## src/rtl/fifo_uart_pkg.sv

```systemverilog
// Shared types and helpers for the FIFO-draining UART transmitter.
// UART_TX_PARITY_EN adds an even-parity bit, making frames 11 bits long.
package fifo_uart_pkg;

  typedef enum logic [2:0] {
    IDLE,
    READ,
    FETCH,
    START,
    DATA,
    PARITY,
    STOP
  } tx_state_e;

  localparam int unsigned CLKS_PER_BIT_DEFAULT = 16;

  function automatic int unsigned frame_bits();
`ifdef UART_TX_PARITY_EN
    return 11;
`else
    return 10;
`endif
  endfunction

endpackage

```

## src/rtl/fifo_uart_tx_if.sv

```systemverilog
// Read-side connection between the byte FIFO and its single reader.
interface fifo_uart_tx_if #(
  parameter int unsigned DATA_W = 8
);
  logic              fifo_rd;
  logic              fifo_empty;
  logic [DATA_W-1:0] fifo_data;

  // master is the reader (the transmitter), slave is the FIFO.
  modport master (output fifo_rd, input fifo_empty, input fifo_data);
  modport slave  (input fifo_rd, output fifo_empty, output fifo_data);
endinterface

```

## src/rtl/uart_baud_gen.sv

```systemverilog
// Per-bit baud counter: counts 0..CLKS_PER_BIT-1 and pulses bit_tick_o on the last count.
module uart_baud_gen #(
  parameter int unsigned CLKS_PER_BIT = 16
) (
  input  logic clk,
  input  logic rst,
  input  logic clear_i,
  output logic bit_tick_o
);
  localparam int unsigned CNT_W = (CLKS_PER_BIT > 1) ? $clog2(CLKS_PER_BIT) : 1;

  logic [CNT_W-1:0] cnt_q;

  assign bit_tick_o = (cnt_q == CNT_W'(CLKS_PER_BIT - 1));

  always_ff @(posedge clk or negedge rst) begin
    if (!rst) begin
      cnt_q <= '0;
    end else if (clear_i || bit_tick_o) begin
      cnt_q <= '0;
    end else begin
      cnt_q <= cnt_q + CNT_W'(1);
    end
  end
endmodule

```

## src/rtl/fifo_uart_tx.sv

```systemverilog
// Drains a synchronous byte FIFO and serializes each byte as a UART frame.
// Optional even parity bit when UART_TX_PARITY_EN is defined.
module fifo_uart_tx
  import fifo_uart_pkg::*;
#(
  parameter int unsigned CLKS_PER_BIT = CLKS_PER_BIT_DEFAULT,
  parameter int unsigned DATA_W       = 8
) (
  input  logic                  clk,
  input  logic                  rst,
  input  logic                  tx_en,
  fifo_uart_tx_if.master        fifo,
  output logic                  tx,
  output logic                  busy,
  output logic [7:0]            frame_cnt
);
  localparam int unsigned BIT_W = (DATA_W > 1) ? $clog2(DATA_W) : 1;

  tx_state_e         state_q, state_d;
  logic [DATA_W-1:0] shift_q, shift_d;
  logic [BIT_W-1:0]  bit_q, bit_d;
  logic [7:0]        frame_q, frame_d;
  logic              tx_q, tx_d;
  logic              rd_q, rd_d;
  logic              busy_q, busy_d;
  logic              baud_clr;
  logic              bit_tick;
`ifdef UART_TX_PARITY_EN
  logic              par_q, par_d;
`endif

  uart_baud_gen #(
    .CLKS_PER_BIT(CLKS_PER_BIT)
  ) u_baud (
    .clk        (clk),
    .rst        (rst),
    .clear_i    (baud_clr),
    .bit_tick_o (bit_tick)
  );

  assign fifo.fifo_rd = rd_q;
  assign tx           = tx_q;
  assign busy         = busy_q;
  assign frame_cnt    = frame_q;

  always_ff @(posedge clk or negedge rst) begin
    if (!rst) begin
      state_q <= IDLE;
      shift_q <= '0;
      bit_q   <= '0;
      frame_q <= '0;
      tx_q    <= 1'b1;
      rd_q    <= 1'b0;
      busy_q  <= 1'b0;
`ifdef UART_TX_PARITY_EN
      par_q   <= 1'b0;
`endif
    end else begin
      state_q <= state_d;
      shift_q <= shift_d;
      bit_q   <= bit_d;
      frame_q <= frame_d;
      tx_q    <= tx_d;
      rd_q    <= rd_d;
      busy_q  <= busy_d;
`ifdef UART_TX_PARITY_EN
      par_q   <= par_d;
`endif
    end
  end

  always_comb begin
    state_d  = state_q;
    shift_d  = shift_q;
    bit_d    = bit_q;
    frame_d  = frame_q;
`ifdef UART_TX_PARITY_EN
    par_d    = par_q;
`endif
    baud_clr = (state_q == IDLE) || (state_q == READ) || (state_q == FETCH);

    case (state_q)
      IDLE: begin
        if (tx_en && !fifo.fifo_empty) state_d = READ;
      end
      READ: begin
        state_d = FETCH;
      end
      FETCH: begin
        shift_d = fifo.fifo_data;
        bit_d   = '0;
`ifdef UART_TX_PARITY_EN
        par_d   = ^fifo.fifo_data;
`endif
        state_d = START;
      end
      START: begin
        if (bit_tick) state_d = DATA;
      end
      DATA: begin
        if (bit_tick) begin
          shift_d = shift_q >> 1;
          if (bit_q == BIT_W'(DATA_W - 1)) begin
            bit_d = '0;
`ifdef UART_TX_PARITY_EN
            state_d = PARITY;
`else
            state_d = STOP;
`endif
          end else begin
            bit_d = bit_q + BIT_W'(1);
          end
        end
      end
`ifdef UART_TX_PARITY_EN
      PARITY: begin
        if (bit_tick) state_d = STOP;
      end
`endif
      STOP: begin
        if (bit_tick) begin
          frame_d = frame_q + 8'd1;
          state_d = (tx_en && !fifo.fifo_empty) ? READ : IDLE;
        end
      end
      default: state_d = IDLE;
    endcase

    // Outputs are decoded from the next state so they register alongside it.
    rd_d   = (state_d == READ);
    busy_d = (state_d != IDLE);
    case (state_d)
      START:   tx_d = 1'b0;
      DATA:    tx_d = shift_d[0];
`ifdef UART_TX_PARITY_EN
      PARITY:  tx_d = par_d;
`endif
      default: tx_d = 1'b1;
    endcase
  end
endmodule

```

## src/flat_wrapper.sv

```systemverilog
// flat-port wrapper written by rule: the top's interface ports become plain ports
module fifo_uart_tx_flat import fifo_uart_pkg::*;
#(
  parameter int unsigned CLKS_PER_BIT = CLKS_PER_BIT_DEFAULT,
  parameter int unsigned DATA_W       = 8
)
  (clk, rst, tx_en, tx, busy, frame_cnt, fifo_fifo_rd, fifo_fifo_empty, fifo_fifo_data);
  fifo_uart_tx_if #(.DATA_W(DATA_W)) fifo_i ();
  input  logic clk;
  input  logic rst;
  input  logic tx_en;
  output logic tx;
  output logic busy;
  output logic [7:0] frame_cnt;
  output wire logic [$bits(fifo_i.fifo_rd)-1:0] fifo_fifo_rd;
  input wire logic [$bits(fifo_i.fifo_empty)-1:0] fifo_fifo_empty;
  input wire logic [$bits(fifo_i.fifo_data)-1:0] fifo_fifo_data;
  assign fifo_fifo_rd = fifo_i.fifo_rd;
  assign fifo_i.fifo_empty = fifo_fifo_empty;
  assign fifo_i.fifo_data = fifo_fifo_data;
  fifo_uart_tx #(.CLKS_PER_BIT(CLKS_PER_BIT), .DATA_W(DATA_W)) u_core (.clk(clk), .rst(rst), .tx_en(tx_en), .fifo(fifo_i), .tx(tx), .busy(busy), .frame_cnt(frame_cnt));
endmodule
```

## config.mk

```make
export PLATFORM = sky130hd
export DESIGN_NAME = fifo_uart_tx_flat
export DESIGN_NICKNAME = d
export VERILOG_FILES = /design/src/rtl/fifo_uart_pkg.sv /design/src/rtl/fifo_uart_tx_if.sv /design/src/rtl/uart_baud_gen.sv /design/src/rtl/fifo_uart_tx.sv /design/src/flat_wrapper.sv
export SDC_FILE = /design/constraint.sdc
export NUM_CORES = 1
export LEC_CHECK = 0
export ABC_CLOCK_PERIOD_IN_PS = 3030
export CAP_MARGIN = 25
export CORE_ASPECT_RATIO = 0.7
export CORE_MARGIN = 2
export CORE_UTILIZATION = 55
export CTS_CLUSTER_SIZE = 28
export DETAILED_ROUTE_END_ITERATION = 8
export PLACE_DENSITY_LB_ADDON = 0.05
export SLEW_MARGIN = 20
export SYNTH_ARGS = -nofsm -noshare
export SYNTH_HDL_FRONTEND = slang
export SYNTH_SLANG_ARGS = --single-unit
```

## constraint.sdc

```tcl
create_clock -name clk -period 3.03 [get_ports clk]
set_input_delay 0.909 -clock clk [delete_from_list [all_inputs] [get_ports clk]]
set_output_delay 0.909 -clock clk [all_outputs]
set_load 0.1 [all_outputs]
```

==> summary.txt, run 1 <==
Critical path
  • Crit Path Category: reg -> out
  • Crit-path cells: buf_4
  • Crit-path slowest cell: dfstp_2
  • CP endpoint kind: output pin
  • Critical Path RT: 2120 ps
  • Crit. Startpoint: u_core.tx
  • Worst Path Max Fanout: 1
  • Origin of the critical flop-to-flop path: u_core.state_q[2]
  • CP delay by family, top: flip-flops
  • Startpoint Class: register
  • Max incr delay on CP: roughly 530 ps
  • Arrival time worst endpoint: 1130 ps
  • CP bufs+invs: 1

STA
  • Least-Margin Pin Slew: 557 ps
  • Fin crit period: 2040 ps
  • Setup violators final: 0
  • Hold slack: 472 ps
  • Period utilization: 67.4%
  • RSZ-0062 raised after global routing: no
  • Fin. Hold Viols: 0
  • Slew Limit Headroom: 62.7%
  • Setup tns final: 0 ps
  • Clk_skew: 8.32 ps
  • Final Max Slew Viols: 0
  • Fmax: roughly 490 MHz

Place
  • Dpl hpwl: ~1.9 mm
  • Routability cong.: around 0.8
  • DP Area: 1590 sq um
  • Port Buffers: 22

Global routing
  • Total global-route track usage: 20.9%
  • Vias in the first global route: 948
  • Pin count of the biggest net entering global routing: 17
  • First-pass GRT wire length: 4.33 mm
  • Grt total ovfl: 0
  • Initial antenna violation count: 0

Floorplan
  • Die ar.: roughly 2900 sq um
  • Initial Util: a little under three fifths
  • I/O pin count: 23
  • Die Y: 45.7 microns
  • Rows: 15
  • Chip Width: 63.5 microns
  • Core area: 2400 sq um

Logic synthesis
  • Area share of the largest cell type after synthesis: about half
  • Commonest cells in the synthesized netlist: 28 x dfrtp_1, 8 x nor2_1, 7 x and2_1
  • Mux cell area share after synthesis: under 10%
  • Synthesized area per cell: around 11 sq um
  • Synth Instances: 122
  • Compound-gate portion of the synthesized area: 11.8%
  • Adder-cell share of the synthesized area: ~3.7%
  • Main combinational cell family by area after synthesis: simple AND/OR/NAND/NOR gates
  • Area leader, netlist: dfrtp_1
  • Netlist Area Pre-Place: 1370 sq um
  • Synthesized net count: 138
  • Post-synthesis sequential area ratio: 53.3%
  • Xor and xnor area share after synthesis: 5.77%
  • Most used flip-flop cell after synthesis: dfrtp_1
  • Synthesized flop and latch total: 29
  • Synth top area cells: dfrtp_1 51%, a221o_1 4.4%, mux2_2 4.1%, xnor2_1 3.8%, ha_1 3.7%
  • Post-synthesis simple-gate area fraction: around a fifth
  • Post-synth EDFFs: 0
  • Most frequently used cell type in the post-synthesis netlist: dfrtp_1
  • Yosys cell types: 34
  • Syn. warnings: 0
  • Synth async-reset ratio: 100%

Pwr
  • Leakage power: 0.745 nW
  • Peak VDD IR: around 0.22 mV
  • Pwr dens: a little under 400 nW/um^2
  • Tot Pwr: 0.647 mW

Clock network
  • CTS Sinks: 29
  • CTS clk-pin slew, worst paths: around 90 ps
  • Resized cells post-CTS: 0
  • Root buffer cell: clkbuf_4
  • Num CTS Buffers: 5
  • CTS tree: done
  • H-tree depth: 2
  • Hold buffer count at CTS: 0
  • Buffer count from post-CTS setup fixing: 0
  • CTS Buffer Depth: 2
  • Worst skew pair latency: 330 ps

Drt
  • Detailed Route Iter0 Violations: 69
  • Routed via count: 1004
  • DRC errors left: 0
  • WL final: 2.60 mm
  • DRT Pass-1 Iters: 4
  • Via density per instance: 5.49
  • WL/cell: 14.2 microns
  • ANT nets after route: 0

Hold path
  • Hold WC Path Type: reg -> reg
  • Hold_sp: u_core.u_baud.cnt_q[0]

Layout
  • Ant diodes: 0
  • Fin util: 68.3%
  • Post-route cell area: 1640 sq um
  • Area delta synth->final: 20.2%
  • Share of cells above drive strength 1: 19.5%
  • Final nets: 164

Outcome
  • Status: completed

Job
  • Max-cap violations: 0
## state kept, by name, indices dropped and copies added, names as in the netlist
| signal | cells |
|---|---|
| u_core.bit_q | 3 |
| u_core.frame_cnt | 8 |
| u_core.state_q | 3 |
| u_core.fifo.fifo_rd | 1 |
| u_core.shift_q | 8 |
| u_core.busy | 1 |
| u_core.tx | 1 |
| u_core.u_baud.cnt_q | 4 |
## stage by stage
| step | setup WS, ps | std cells |
|---|---|---|
| finish | 987 | 183 |
| global route | 945 | 183 |
| CTS | 971 | 183 |
| detailed placement | 893 | 175 |
| global placement | 931 | 175 |
| floorplan | 1140 | 122 |
## cell usage in the layout (no fill, tap or decap), types with 2 or more instances in the layout
master           count
nand2b_1             2
xor2_1               3
nor3_1               6
inv_1                4
and3_1               3
clkbuf_4             5
a221o_1              6
nor3b_1              2
nand4_1              3
nor2_1               8
buf_4               12
xnor2_1              6
clkdlybuf4s50_1     11
ha_1                 4
nand2_1              5
nand3b_1             2
mux2_2               5
a21oi_1              3
dfrtp_1             28
nand3_1              6
o21ai_0              2
clkinv_2             2
and2_1               7
## cells by family after synthesis
group                      Yosys count
AOI/OAI and AO/OA                   20
and+or+nand+nor                     47
muxes                                5
DFF                                 29
adders and majority gates            4
xor gates and xnor gates             9
buffers and inverters                8
## worst paths after layout
| check | cells after the start | slack [ps] | endpoint |
|---|---|---|---|
| worst min register to register | 1 | 470 | u_core.u_baud.cnt_q[0] |
| worst min-delay path | 1 | 470 | u_core.u_baud.cnt_q[0] |
| max in group asynchronous | 2 | 1470 | u_core.u_baud.cnt_q[1] |
| min in group asynchronous | 1 | 930 | u_core.frame_cnt[4] |
| worst max-delay path | 1 | 990 | tx |
| worst max register to register | 4 | 1350 | u_core.shift_q[5] |
## where the power goes
part	switching, mW	total [mW]	leakage [nW]	internal [mW]
Clock	0.128	0.216	0.0320	0.0881
Sequential	0.00335	0.396	0.352	0.393
Combinational	0.0165	0.0347	0.361	0.0182
Total	0.148	0.647	0.745	0.499
## metal layers
metal  GRT usage (%)  wire length (microns)  up-vias  part of all wire [%]
li1                -                      -      492                     -
met1            25.9                   1260      485                    49
met2            31.8                   1190       21                    46
met3            7.92                    116        6                   4.5
met4            13.0                     37        0                   1.4
met5               0                      0        -                     0
## layout make-up
| type | instances | area [sq um] |
|---|---|---|
| clock inverter | 2 | 10.0 |
| sequential | 29 | 727 |
| timing repair buffer | 23 | 200 |
| clock buffer | 6 | 41.3 |
| inverter | 4 | 15.0 |
| tap | 34 | 42.5 |
| fill | 195 | 762 |
| multi-input combinational | 85 | 604 |
Power figures use the tool's default switching activity.
==> run 2: changes to the inputs <==
- ABC_CLOCK_PERIOD_IN_PS: 3030 -> 1950
- CORE_UTILIZATION: 55 -> 51
- clock period: 3.03 -> 1.95 ns (I/O delays scaled with it)
==> run 2 against run 1 <==
Clock power is 130% higher; largest cell class unchanged; clock skew is 3.7 ps lower; critical endpoint is now u_core.shift_q[1]; highest routed layer unchanged; non-clock buffer count is 1 higher; hold slack better by 14 ps.
==> summary.txt, run 2 (synthesized netlist as in run 1, its figures left out) <==
Critical path
  • R2r worst-path depth: 5
  • Worst Setup EP: u_core.shift_q[1]
  • RR Endpoint: u_core.shift_q[1]
  • Worst Path Max Fanout: 10
  • Origin of the critical flop-to-flop path: u_core.u_baud.cnt_q[0]
  • Critical Path RT: 2110 ps
  • Crit-path cells: ha_1 > nand4_1 > o21ai_2 > nand2_2 > a221o_1
  • Crit-path slowest cell: a221o_1
  • Crit Path Category: reg -> reg
  • Arrival time worst endpoint: 1860 ps
  • Crit. Startpoint: u_core.u_baud.cnt_q[0]
  • Max incr delay on CP: 400 ps
  • Startpoint Class: register
  • FF-to-FF setup slack: 250 ps
  • CP endpoint kind: register

Clock network
  • Hold buffer count at CTS: 0
  • CTS Sinks: 29
  • Buffer count from post-CTS setup fixing: 0
  • Root buffer cell: clkbuf_8
  • Worst skew pair latency: around 280 ps
  • Num CTS Buffers: 5
  • CTS Buffer Depth: 2
  • CTS clk-pin slew, worst paths: 60 ps
  • Resized cells post-CTS: 0
  • CTS tree: done
  • H-tree depth: 2

Drt
  • WL/cell: 15.3 microns
  • Routed via count: 1039
  • Via density per instance: between 5 and 6
  • DRT Pass-1 Iters: 4
  • WL final: 2.80 mm
  • DRC errors left: 0
  • ANT nets after route: 0
  • Detailed Route Iter0 Violations: around 110

Pwr
  • Pwr dens: between 600 and 700 nW/um^2
  • Tot Pwr: ~1.2 mW
  • Leakage power: 0.797 nW
  • Peak VDD IR: ~0.43 mV

STA
  • Final Max Slew Viols: 0
  • Setup violators final: 0
  • Final setup margin: 245 ps
  • Fin crit period: between 1500 and 2000 ps
  • Setup tns final: 0 ps
  • Clk_skew: 4.61 ps
  • Period utilization: just under 90%
  • RSZ-0062 raised after global routing: no
  • Least-Margin Pin Slew: 423 ps
  • Fmax: 587 MHz
  • Slew Limit Headroom: 71.7%
  • Fin. Hold Viols: 0

Layout
  • Post-route cell area: between 1500 and 2000 sq um
  • Ant diodes: 0
  • Share of cells above drive strength 1: around a fifth
  • Fin util: 72.9%
  • Most frequent cells in the layout: 28 x dfrtp_1, 11 x clkdlybuf4s50_1, 11 x buf_12
  • Most common cell after layout, fill and taps aside: dfrtp_1
  • Area delta synth->final: 33.4%
  • Final nets: 165

Hold path
  • Hold WC Path Type: reg -> reg
  • Hold_sp: u_core.u_baud.cnt_q[0]

Floorplan
  • Die ar.: 3110 sq um
  • I/O pin count: 23
  • Chip Width: 65.8 microns
  • Die Y: 47.3 microns
  • Rows: 15
  • Initial Util: 54.7%
  • Core area: 2500 sq um

Place
  • DP Area: between 1500 and 2000 sq um
  • Place WS: between 150 and 200 ps
  • Port Buffers: 22
  • Dpl hpwl: 2.05 mm
  • Routability cong.: 0.727

Outcome
  • Status: completed

Global routing
  • Vias in the first global route: roughly 970
  • Initial antenna violation count: 0
  • Pin count of the biggest net entering global routing: 30
  • Grt total ovfl: 0
  • Total global-route track usage: 21.1%
  • First-pass GRT wire length: 4.57 mm

Job
  • Max-cap violations: 0
## run 2: cell count changes in the layout (fill, tap and decap cells not counted), sizes merged
cell and delta:
buf +1, clkbuf +1, clkinv -2
## run 2: per-layer routing
metal	routed length, microns	GRT usage [%]	vias up	part of all wire [%]
met3	159	7.19	7	5.7
met2	1270	31.1	24	45
met4	63	12.5	0	2.2
li1	-	-	493	-
met1	1310	27.6	515	47
met5	0	0	-	0
## run 2: worst max-delay path, delay by kind of cell (launching register included)
family / cells / cell delay (ps)
compound gates: 2 / 600
fa+ha+maj: 1 / 230
simple gates: 2 / 370
flops: 1 / 370
## run 2: per-stage QoR
| stage | hold WS, ps | std cells |
|---|---|---|
| CTS | 492 | 183 |
| global placement | 462 | 176 |
| floorplan | 289 | 122 |
| finish | 486 | 183 |
| global route | 517 | 183 |
| detailed placement | 484 | 176 |
## run 2: cell type report
class / instances / area, sq um
Fill cell: 175 / 676
Tap cell: 34 / 42.5
Timing Repair Buffer: 24 / 345
Inverter: 4 / 15.0
Clock buffer: 7 / 86.3
Sequential cell: 29 / 727
Multi-Input combinational cell: 85 / 604
## run 2: worst min path at each step
stage,end,depth (start not counted)
after floorplan,u_core.bit_q[0],0
after global placement,u_core.u_baud.cnt_q[0],1
after detailed placement,u_core.u_baud.cnt_q[0],1
after CTS,u_core.u_baud.cnt_q[0],1
after global routing,u_core.u_baud.cnt_q[0],1
final,u_core.u_baud.cnt_q[0],1
## run 2: power by group
| part | internal, mW | switching (mW) | leakage [nW] | total [mW] |
|---|---|---|---|---|
| logic | 0.0311 | 0.0264 | 0.400 | 0.0575 |
| registers | 0.611 | 0.00590 | 0.352 | 0.617 |
| clock network | 0.279 | 0.221 | 0.0443 | 0.501 |
==> run 3: changes to the inputs <==
- CELL_PAD_IN_SITES_DETAIL_PLACEMENT: unset -> 1
- CELL_PAD_IN_SITES_GLOBAL_PLACEMENT: unset -> 1
- CORE_UTILIZATION: 51 -> 43
- CTS_BUF_LIST: unset -> sky130_fd_sc_hd__clkbuf_8
==> run 3 against run 2 <==
Total power grew 3.9%; sequential power is essentially flat; cell count grew 2.7%; sequential cell count is the same; first-iteration DRC count shrank 42%; critical endpoint is now u_core.shift_q[5]; largest cell class unchanged.
==> summary.txt, run 3 (synthesized netlist as in run 1, its figures left out) <==
Clock network
  • Root buffer cell: clkbuf_8
  • Resized cells post-CTS: 0
  • Buffer count from post-CTS setup fixing: 0
  • CTS Buffer Depth: 2
  • CTS tree: done
  • CTS Sinks: 29
  • H-tree depth: 2
  • Hold buffer count at CTS: 0
  • CTS clk-pin slew, worst paths: about 60 ps
  • Num CTS Buffers: 5
  • Worst skew pair latency: approximately 290 ps

Floorplan
  • Die Y: 51.1 microns
  • Rows: 17
  • Chip Width: 71.3 microns
  • I/O pin count: 23
  • Die ar.: around 3600 sq um
  • Core area: between 3000 and 4000 sq um
  • Initial Util: 44.3%

Drt
  • WL final: 3.03 mm
  • Routed via count: about 1.0k
  • ANT nets after route: 0
  • Via density per instance: 5.56
  • DRT Pass-1 Iters: 4
  • DRC errors left: 0
  • Detailed Route Iter0 Violations: 66
  • WL/cell: 16.1 microns

Layout
  • Most frequent cells in the layout: 28 x dfrtp_1, 11 x clkdlybuf4s50_1, 11 x buf_12
  • Post-route cell area: 1840 sq um
  • Ant diodes: 0
  • Most common cell after layout, fill and taps aside: dfrtp_1
  • Final nets: 165
  • Share of cells above drive strength 1: about a fifth
  • Fillers: about 320
  • Area delta synth->final: 34.8%
  • Non-Filler Instances: 188

Global routing
  • First-pass GRT wire length: 5.18 mm
  • Total global-route track usage: 19.0%
  • Pin count of the biggest net entering global routing: 30
  • Grt total ovfl: 0
  • Vias in the first global route: 1088
  • Initial antenna violation count: 0

STA
  • Clk_skew: 3.43 ps
  • Fmax: 583 MHz
  • RSZ-0062 raised after global routing: no
  • Setup tns final: 0 ps
  • Setup violators final: 0
  • Fin. Hold Viols: 0
  • Fin crit period: 1720 ps
  • Slew Limit Headroom: 71.2%
  • Least-Margin Pin Slew: around 430 ps
  • Final Max Slew Viols: 0
  • Period utilization: between 80 and 90%

Critical path
  • Startpoint Class: register
  • Arrival time worst endpoint: 1880 ps
  • FF-to-FF setup slack: 230 ps
  • Critical Path RT: 2110 ps
  • CP endpoint kind: register
  • Worst Path Max Fanout: 10
  • Crit Path Category: reg -> reg

Pwr
  • Pwr dens: 664 nW/um^2
  • Tot Pwr: 1.22 mW
  • Leakage power: 0.807 nW
  • Peak VDD IR: 0.403 mV

Place
  • Dpl hpwl: between 2 and 2.5 mm
  • Routability cong.: 0.705
  • DP Area: 1740 sq um
  • DP Cell Count: 180
  • Port Buffers: 22

Job
  • Max-cap violations: 0

Outcome
  • Status: completed

Hold path
  • Hold WC Path Type: reg -> reg
==> run 3: cell count changes in the layout (fill, tap and decap cells not counted) <==
cell,change
clkbuf_1,-1
clkinv_2,+1
clkbuf_8,+1
==> run 3: path summary, 6_finish.rpt <==
kind	startpoint	to	depth (start not counted)
hold reg to reg	u_core.u_baud.cnt_q[0]	u_core.u_baud.cnt_q[0]	1
setup / recovery	u_core.u_baud.cnt_q[0]	u_core.shift_q[5]	5
min in group asynchronous	rst	u_core.busy	2
max in group asynchronous	rst	u_core.tx	2
hold / removal	u_core.u_baud.cnt_q[0]	u_core.u_baud.cnt_q[0]	1
setup reg to reg	u_core.u_baud.cnt_q[0]	u_core.shift_q[5]	5
==> run 3: layer usage <==
| layer | wire length, microns | up-vias | global-route usage (%) |
|---|---|---|---|
| li1 | - | 494 | - |
| met1 | 1470 | 522 | 26.3 |
| met2 | 1370 | 22 | 27.8 |
| met3 | 140 | 7 | 4.73 |
| met4 | 44 | 0 | 9.43 |
| met5 | 0 | - | 0 |
==> run 3: layout make-up <==
class                   instances  area, sq um  area share, %
inverters                       4         15.0          0.816
multi-input cells              85          604           32.8
clock inverters                 1         5.00          0.272
repair buffers                 24          345           18.8
flip-flops and latches         29          727           39.5
clock buffers                   7         96.3           5.23
well taps                      38         47.5           2.58
==> run 3: critical path, stage by stage, from the launching register on <==
cell	delay, ps
dfrtp_1	380
ha_1	230
nand4_1	210
o21ai_2	200
nand2_2	180
a221o_1	400
==> run 3: power by group <==
| part | internal (mW) | switching (mW) | total, mW |
|---|---|---|---|
| clock network | 0.318 | 0.228 | 0.547 |
| logic | 0.0311 | 0.0271 | 0.0582 |
| registers | 0.611 | 0.00551 | 0.617 |
==> run 3: per-stage QoR <==
stage,util [%],hold WS (ps),setup WS (ps)
detailed placement,56.4,469,148
finish,59.7,485,234
floorplan,-,289,64.8
global placement,56.4,458,177
CTS,59.7,477,226
global route,59.7,504,111
